File: src/rtl/job_arb_pkg.sv
// ============================================================================
// job_arb_pkg : shared constants, state encoding and helpers for job_rr_arbiter
// Revision 1.0
// ============================================================================
`default_nettype none

package job_arb_pkg;

  localparam int N_REQ = 8;
  localparam int IDX_W = 3;

  typedef enum logic [0:0] {
    IDLE = 1'b0,
    OWN  = 1'b1
  } arb_state_t;

  function automatic logic [N_REQ-1:0] idx_to_onehot(input logic [IDX_W-1:0] idx);
    return {{(N_REQ-1){1'b0}}, 1'b1} << idx;
  endfunction

endpackage

`default_nettype wire

File: src/rtl/job_prio_enc8.sv
// ============================================================================
// job_prio_enc8 : 8-bit lowest-set-bit priority encoder (index 0 when empty)
// Revision 1.0
// ============================================================================
`default_nettype none

module job_prio_enc8
  import job_arb_pkg::*;
(
  input  logic [N_REQ-1:0] vec,
  output logic [IDX_W-1:0] idx,
  output logic             valid
);

  // Scan from the top so the lowest set bit is the last one written.
  always_comb begin
    idx = '0;
    for (int i = N_REQ - 1; i >= 0; i--) begin
      if (vec[i]) idx = IDX_W'(i);
    end
  end

  assign valid = |vec;

endmodule

`default_nettype wire

File: src/rtl/job_rr_arbiter.sv
// ============================================================================
// job_rr_arbiter : 8-way round-robin arbiter with grant hold and hold timeout
// Revision 1.0
// ============================================================================
`default_nettype none

module job_rr_arbiter
  import job_arb_pkg::*;
#(
  parameter int MAX_HOLD = 16,
  parameter int HOLD_W   = 5
) (
  input  logic             clk,
  input  logic             rst,
  input  logic [N_REQ-1:0] req,
  output logic [N_REQ-1:0] gnt,
  output logic [IDX_W-1:0] gnt_idx,
  output logic             gnt_valid,
  output logic             forced
);

  localparam logic [HOLD_W-1:0] C_HOLD_LAST =
      (MAX_HOLD == 0) ? '0 : HOLD_W'(MAX_HOLD - 1);
  localparam bit C_HOLD_EN = (MAX_HOLD != 0);

  arb_state_t        state;
  logic [IDX_W-1:0]  ptr;
  logic [HOLD_W-1:0] hold_cnt;

  logic [IDX_W-1:0]  sel_ptr;
  logic [N_REQ-1:0]  sel_req;
  logic [N_REQ-1:0]  rot_req;
  logic [IDX_W-1:0]  enc_idx;
  logic              win_valid;
  logic [IDX_W-1:0]  win_idx;
  logic              owner_req;
  logic              hold_last;

  // While a grant is held, the next candidate is always searched from just
  // past the owner with the owner masked out; this serves both the normal
  // release (owner bit already low) and the timeout hand-off.
  always_comb begin
    sel_ptr = ptr;
    sel_req = req;
    if (state == OWN) begin
      sel_ptr = gnt_idx + 3'd1;
      sel_req = req & ~idx_to_onehot(gnt_idx);
    end
  end

  assign rot_req   = (sel_req >> sel_ptr) | (sel_req << (4'd8 - {1'b0, sel_ptr}));
  assign win_idx   = enc_idx + sel_ptr;
  assign owner_req = req[gnt_idx];
  assign hold_last = C_HOLD_EN && (hold_cnt == C_HOLD_LAST);

  job_prio_enc8 u_enc (
    .vec   (rot_req),
    .idx   (enc_idx),
    .valid (win_valid)
  );

  always_ff @(posedge clk) begin
    if (rst) begin
      state     <= IDLE;
      ptr       <= '0;
      hold_cnt  <= '0;
      gnt       <= '0;
      gnt_idx   <= '0;
      gnt_valid <= 1'b0;
      forced    <= 1'b0;
    end else begin
      forced <= 1'b0;
      case (state)
        IDLE: begin
          if (win_valid) begin
            state     <= OWN;
            gnt       <= idx_to_onehot(win_idx);
            gnt_idx   <= win_idx;
            gnt_valid <= 1'b1;
            hold_cnt  <= '0;
          end
        end
        OWN: begin
          if (!owner_req) begin
            ptr      <= gnt_idx + 3'd1;
            hold_cnt <= '0;
            if (win_valid) begin
              gnt     <= idx_to_onehot(win_idx);
              gnt_idx <= win_idx;
            end else begin
              state     <= IDLE;
              gnt       <= '0;
              gnt_idx   <= '0;
              gnt_valid <= 1'b0;
            end
          end else if (hold_last && win_valid) begin
            ptr      <= gnt_idx + 3'd1;
            hold_cnt <= '0;
            gnt      <= idx_to_onehot(win_idx);
            gnt_idx  <= win_idx;
            forced   <= 1'b1;
          end else if (C_HOLD_EN && !hold_last) begin
            hold_cnt <= hold_cnt + 1'b1;
          end
        end
        default: state <= IDLE;
      endcase
    end
  end

endmodule

`default_nettype wire

File: config.mk
export PLATFORM = sky130hd
export DESIGN_NAME = job_rr_arbiter
export DESIGN_NICKNAME = d
export VERILOG_FILES = /design/src/rtl/job_arb_pkg.sv /design/src/rtl/job_prio_enc8.sv /design/src/rtl/job_rr_arbiter.sv
export SDC_FILE = /design/constraint.sdc
export NUM_CORES = 1
export LEC_CHECK = 0
export ABC_AREA = 1
export CAP_MARGIN = 20
export CORE_MARGIN = 2
export CORE_UTILIZATION = 61
export CTS_CLUSTER_SIZE = 20
export DETAILED_ROUTE_END_ITERATION = 12
export PLACE_DENSITY = 0.94
export SLEW_MARGIN = 0
export SYNTH_ARGS = -nofsm -noshare
export SYNTH_HDL_FRONTEND = slang
export SYNTH_SLANG_ARGS = --single-unit
export TNS_END_PERCENT = 30
File: constraint.sdc
create_clock -name clk -period 9.4 [get_ports clk]
set_clock_uncertainty 0.2 [all_clocks]
set_input_delay 0.94 -clock clk [delete_from_list [all_inputs] [get_ports clk]]
set_output_delay 0.94 -clock clk [all_outputs]
set_load 0.02 [all_outputs]
After elaboration in Yosys (flattened, before gate mapping)
Index checks and enable logic that the tools add are counted.

Multiplexer cells: 37. Magnitude comparators: 1. Equal/unequal tests: 7. Reductions and logical operators: 7. Bitwise gates (word level): 5. $add $sub $neg: 4. Shift-type cells: 4.

Operators by type and width (count): 3-bit two-way mux (15); 8-bit two-way mux (5); 5-bit two-way mux (4); 8-bit case mux with 2 select lines (1); 1-bit by 3-bit left shift with 8-bit output (first input constant) (2); 5-bit case mux with 2 select lines (1); 8-bit bitwise AND (1); 8-bit inverter (1); 8-bit bitwise OR (1); 8-bit OR reduction (1); 8-bit by 4-bit left shift with 8-bit output (1); 8-bit by 3-bit right shift with 8-bit output (1); 1-bit two-way mux (7); 2-bit inequality test (second input constant) (3); 3-bit case mux with 2 select lines (1); 2-bit AND reduction (3); 5-bit by 1-bit adder with 5-bit output (second input constant) (1); 5-bit by 4-bit == test with 1-bit output (second input constant) (1); 3-bit by 4-bit less-than comparator with 1-bit output (second input constant) (1); 4-bit by 3-bit inequality test with 1-bit output (second input constant) (1); 1-bit case mux with 2 select lines (2); 4-bit by 3-bit subtractor with 4-bit output (first input constant) (1); 3-bit by 1-bit adder with 3-bit output (second input constant) (1); 3-bit adder (1); 7 further kinds (8).

Output and inout bits: 13. Bits of input ports: 10. Flip-flop bits (word level): 22.

Longest topological paths before layout
Depth after elaboration: 19. Gate-level depth with buffers: 27. Gate-level depth less buffers: 27.

By module
Synthesis repeated with hierarchy kept, for this count alone.

Cells, all modules: 330. Area, all modules: 2047.0 um^2.

Modules (own cells, without submodules): job_rr_arbiter (sequential area each 440.4 um^2, instances 1, cells an instance 308, area an instance 1948.1 um^2); job_prio_enc8 (sequential area each 0.0 um^2, instances 1, cells an instance 22, area an instance 98.8 um^2).

Least setup slack after synthesis
No wires, ideal clock.

Path type: flip-flop to flip-flop. Start point: register gnt_idx[0]. End point: register gnt[4]. Setup time: 0.070 ns. Stages on the path, launching flop included: 27. Clock period less this slack: 4.201 ns. Path slack: 5.199 ns. Data arrival time: 3.931 ns. Cells stage by stage: dfxtp_1 > inv_2 > ha_1 > inv_1 > nand2_1 > nand2_2 > ha_1 > buf_2 > inv_1 > nand3_1 > nand3_1 > nand3_1 > o21ai_1 > a31oi_1 > o21ai_0 > nand2_1 > a21oi_1 > ha_1 > inv_1 > fa_1 > xnor2_1 > nand3_1 > nand2_1 > nand3_2 > inv_1 > nand2_1 > a21oi_1.

Cells in the longest elaborated chain, start to end: 19.

Ends and longest elaborated chain: start, declared (line job_rr_arbiter.sv:17) `output logic [IDX_W-1:0] gnt_idx,`; start signal, assigned (line job_rr_arbiter.sv:78) `gnt_idx <= win_idx;`; start signal, assigned (line job_rr_arbiter.sv:89) `gnt_idx <= win_idx;`; start signal, assigned (line job_rr_arbiter.sv:100) `gnt_idx <= win_idx;`; parallel branches: the longest is 19 deep, another holds 4-bit by 3-bit subtractor with 4-bit output; end signal, assigned (line job_rr_arbiter.sv:77) `gnt <= idx_to_onehot(win_idx);`; end signal, assigned (line job_rr_arbiter.sv:88) `gnt <= idx_to_onehot(win_idx);`; end signal, assigned (line job_rr_arbiter.sv:99) `gnt <= idx_to_onehot(win_idx);`; end, declared (line job_rr_arbiter.sv:16) `output logic [N_REQ-1:0] gnt,`.

Parallel ways; which one is timed is not known. The select of a mux whose other input is x is not followed. A chain may end at the register's enable or synchronous reset.

Worst setup path after layout
Start point: register state. End point: register gnt[4].

Cells in the longest elaborated chain, start to end: 17.

Ends and longest elaborated chain: start, declared (line job_rr_arbiter.sv:26) `arb_state_t state;`; start signal, assigned (line job_rr_arbiter.sv:64) `state <= IDLE;`; start signal, assigned (line job_rr_arbiter.sv:76) `state <= OWN;`; start signal, assigned (line job_rr_arbiter.sv:91) `state <= IDLE;`; 3-bit two-way mux (line job_rr_arbiter.sv:45) `if (state == OWN) begin`; 4-bit by 3-bit subtractor with 4-bit output (line job_rr_arbiter.sv:51) `assign rot_req = (sel_req >> sel_ptr) | (sel_req << (4'd8 - {1'b0, sel_ptr}));`; 8-bit by 4-bit left shift with 8-bit output (line job_rr_arbiter.sv:51); 8-bit bitwise OR (line job_rr_arbiter.sv:51); 3-bit two-way mux (8 in a row) (line job_prio_enc8.sv:19) `if (vec[i]) idx = IDX_W'(i);`; 3-bit adder (line job_rr_arbiter.sv:52) `assign win_idx = enc_idx + sel_ptr;`; 1-bit by 3-bit left shift with 8-bit output (line job_arb_pkg.sv:18) `return {{(N_REQ-1){1'b0}}, 1'b1} << idx;`; 8-bit two-way mux (on tied branches) (line job_rr_arbiter.sv:87, job_rr_arbiter.sv:96); 8-bit two-way mux (line job_rr_arbiter.sv:84) `if (!owner_req) begin`; 8-bit case mux with 2 select lines (line job_rr_arbiter.sv:73) `case (state)`.

Several ways; a longest one is shown, not always the timed one. The select of a mux whose other input is x is not followed.

==> impl_summary.txt <==
----------------------------------------------------
[Yosys]
  Number of flops mapped to enable cells by yosys ... 0
  Largest cells by area after synthesis ... sky130_fd_sc_hd__dfxtp_1 (22%), sky130_fd_sc_hd__nand2_1 (16%), sky130_fd_sc_hd__nand3_1 (13%), sky130_fd_sc_hd__ha_1 (5.6%), sky130_fd_sc_hd__a21oi_1 (5.2%)
  Most common library cells after synthesis ... sky130_fd_sc_hd__nand2_1 (85), sky130_fd_sc_hd__nand3_1 (53), sky130_fd_sc_hd__inv_1 (26), sky130_fd_sc_hd__dfxtp_1 (22), sky130_fd_sc_hd__nor2_1 (22)
  Sequential share of the synthesized area ... 0.217
  Most instantiated library cell after synthesis ... sky130_fd_sc_hd__nand2_1
  Cell type with the highest aggregate area in the netlist ... sky130_fd_sc_hd__dfxtp_1
  Warnings from Yosys ... 0
  Cells after Synth ... 316
  Predominant post-synthesis flop cell ... sky130_fd_sc_hd__dfxtp_1
  Count of distinct cell types in the synthesized netlist ... 35
  Average size of a mapped cell ... 6.41 um^2
  Async set-reset flop share out of synthesis ... 0
  Yosys top cell area share ... 0.217
  Flops & latches, synth ... 22
  Total standard cell area after synthesis ... 0.00203 mm^2
  Syn_nets ... 336

[Routing]
  Residual antenna-violating net count after detailed routing ... 0
  Routed wire length ... 5000 um
  Average wire per standard cell ... 13.2 um
  Vias ... 2109
  DR pass1 iterations ... 4
  Ratio of routed vias to standard cells ... 5.59
  Drt initial violations ... 169
  # DRC ... 0

[Pwr]
  Switching Fraction ... 0.558
  Net switching power ... 0.392 mW
  Share of total power in combinational logic ... 0.741
  Standby leakage power ... 1.06 nW
  Total internal power ... 0.311 mW
  Part of the power in registers ... 0.200
  Peak supply drop ... 0.235 mV
  Power per standard cell area ... 313 mW/mm^2
  Power share of the clock group ... 0.059

[Clock tree]
  CTS clock-pin slew for the worst setup and hold paths ... 0.11 ns
  Number of cells upsized or downsized after cts ... 0
  Clock Path Buffers ... 2
  Root buffer cell ... sky130_fd_sc_hd__clkbuf_4
  Post-CTS setup buffer count ... 0
  Insertion delay of the later-clocked pin in the worst-skew pair ... 0.31 ns
  Total CTS buffers ... 3
  Clock tree from TritonCTS ... yes
  Clock tree sinks ... 22
  H-tree depth reported by CTS ... 1
  Hold_buf cts ... 0

[Floorplanning]
  Die Height ... 61.6 um
  Width of the die ... 61.6 um
  Number of ports placed on the die boundary ... 23
  Std cell rows ... 20
  Area of the die ... 0.00380 mm^2
  Core footprint ... 0.00310 mm^2
  Initial Utilization ... 0.653

[Global routing]
  Global route total overflow ... 0
  Vias in the first global route ... 1899
  Wire length of the first global-routing pass ... 8020 um
  Global-route total usage across every layer ... 0.280
  Initial antenna violation count ... 0
  Pin count of the biggest net entering global routing ... 21

[Status]
  Status ... finished clean

[Job]
  Max_cap viols ... 0

[Layout]
  Area of all sequential standard cells ... 440 um^2
  Layout net count ... 355
  Layout fillers ... 276
  Fraction of final layout cells with drive strength greater than 1 ... 0.129
  Multi-input gate area ... 0.00139 mm^2
  End-of-flow core utilization ... 0.724
  Antenna diode instance count ... 0
  P&R area growth vs syn ... 10.9%

[Timing]
  Achievable Freq ... 0.216 GHz
  Period utilization ... 0.491
  RSZ-0062 raised after global routing ... false
  Max transition margin ... 0.507
  Setup-failing EPs final ... 0
  Slew @ Worst Pin ... 0.739 ns
  Count of endpoints failing hold in the final timing report ... 0
  Fin. max-slew vios ... 0
  Fin Setup TNS ... 0 ns
  Minimum clock period ... 4.62 ns

[Placed design]
  Count of input and output buffers ... 22
  GP Congestion ... 0.928
  HPWL after DPL ... 3870 um

[Critical path]
  Crit start category ... register
  CP Capture Type ... register
  Data arrival time of the critical path ... 4.66 ns
  Required time at the worst-slack endpoint ... 9.44 ns
  Top fanout value on the critical path ... 20
  Crit Path Category ... reg2reg
  Reg2reg setup slack ... 4.78 ns

[Min path]
  Path class of the lowest-slack min-delay path ... reg2reg

----------------------------------------------------
-- per-layer routing --
| metal | share of wire | vias up | GRT usage |
|---|---|---|---|
| met5 | 0 | - | 0 |
| met3 | 0.042 | 13 | 0.0147 |
| met1 | 0.43 | 950 | 0.330 |
| met4 | 0.016 | 0 | 0.0821 |
| li1 | - | 1078 | - |
| met2 | 0.51 | 68 | 0.540 |
-- per-stage QoR --
stage               hold WS [ns]  power [mW]  std cells  worst slack, ns  area [um^2]
finish                     0.259       0.703        377             4.78         2250
global route               0.274       0.766        377             4.27         2250
CTS                        0.259       0.695        377             4.80         2250
detailed placement         0.244       0.648        374             4.85         2220
global placement           0.239       0.637        374             4.99         2220
floorplan                  0.226       0.538        316             5.20         2030
-- flip-flops by register name, indices dropped and copies added (netlist names) --
| signal | cells |
|---|---|
| gnt_idx | 3 |
| ptr | 3 |
| gnt | 8 |
| hold_cnt | 5 |
| forced | 1 |
| gnt_valid | 1 |
| state | 1 |
-- cell usage in the layout (no fill, tap or decap), types with 2 or more instances in the layout --
master                            instances
sky130_fd_sc_hd__nand2_1                 85
sky130_fd_sc_hd__nand3_1                 53
sky130_fd_sc_hd__inv_1                   26
sky130_fd_sc_hd__nor2_1                  22
sky130_fd_sc_hd__dfxtp_1                 22
sky130_fd_sc_hd__clkdlybuf4s50_1         22
sky130_fd_sc_hd__a21oi_1                 21
sky130_fd_sc_hd__nand2_2                 16
sky130_fd_sc_hd__o21ai_0                 14
sky130_fd_sc_hd__ha_1                     9
sky130_fd_sc_hd__inv_2                    5
sky130_fd_sc_hd__nand2_4                  4
sky130_fd_sc_hd__nand3_2                  3
sky130_fd_sc_hd__nor2_2                   3
sky130_fd_sc_hd__o21ai_1                  3
sky130_fd_sc_hd__nor2_4                   3
sky130_fd_sc_hd__clkbuf_4                 3
sky130_fd_sc_hd__nor3_1                   2
sky130_fd_sc_hd__o221ai_1                 2
sky130_fd_sc_hd__o211ai_1                 2
-- cell families (layout without fill, tap and decap cells) --
kind of cell | Yosys count | in the layout | share of synthesized area
AND/OR/NAND/NOR | 197 | 197 | 0.486
XOR/XNOR | 1 | 1 | 0.00432
buffers and inverters | 40 | 57 | 0.0981
adder cells (fa/ha/maj) | 10 | 10 | 0.0654
flip-flops | 22 | 22 | 0.217
AO/OA/AOI/OAI | 46 | 46 | 0.128
-- critical path: stages, from the launching register on --
cell and delay [ns]:
sky130_fd_sc_hd__dfxtp_1 0.82, sky130_fd_sc_hd__inv_2 0.20, sky130_fd_sc_hd__nand2_1 0.15, sky130_fd_sc_hd__nand2_2 0.17
sky130_fd_sc_hd__ha_1 0.43, sky130_fd_sc_hd__inv_1 0.22, sky130_fd_sc_hd__nand3_1 0.13, sky130_fd_sc_hd__nand3_1 0.10
sky130_fd_sc_hd__nand3_1 0.06, sky130_fd_sc_hd__o21ai_1 0.17, sky130_fd_sc_hd__a31oi_1 0.13, sky130_fd_sc_hd__o21ai_0 0.16
sky130_fd_sc_hd__nand2_1 0.07, sky130_fd_sc_hd__a21oi_1 0.14, sky130_fd_sc_hd__ha_1 0.17, sky130_fd_sc_hd__inv_1 0.05
sky130_fd_sc_hd__fa_1 0.37, sky130_fd_sc_hd__xnor2_1 0.22, sky130_fd_sc_hd__nand3_1 0.10, sky130_fd_sc_hd__nand2_1 0.13
sky130_fd_sc_hd__nand3_2 0.10, sky130_fd_sc_hd__inv_1 0.10, sky130_fd_sc_hd__nand2_1 0.06, sky130_fd_sc_hd__a21oi_1 0.11
-- worst paths after layout --
| kind | startpoint | to | depth (start not counted) |
|---|---|---|---|
| max reg2reg | state | gnt[4] | 23 |
| min reg2reg | gnt[7] | gnt[7] | 2 |
| min | gnt[7] | gnt[7] | 2 |
| max | state | gnt[4] | 23 |
-- power by group through the flow --
stage          Clock (mW)  Combinational, mW  Sequential [mW]
6_report           0.0416              0.521            0.141
4_1_cts            0.0412              0.513            0.140
2_1_floorplan           0              0.380            0.158
3_5_place_dp            0              0.506            0.142
3_3_place_gp            0              0.495            0.142
5_1_grt            0.0440              0.578            0.143
-- area by class of cell --
class	count	area share
multi-input cells	254	0.617
inverters	32	0.0540
clock buffers	3	0.0100
well taps	44	0.0245
repair buffers	22	0.0980
flip-flops and latches	22	0.196
No activity file was read; power rests on OpenSTA's default activity.
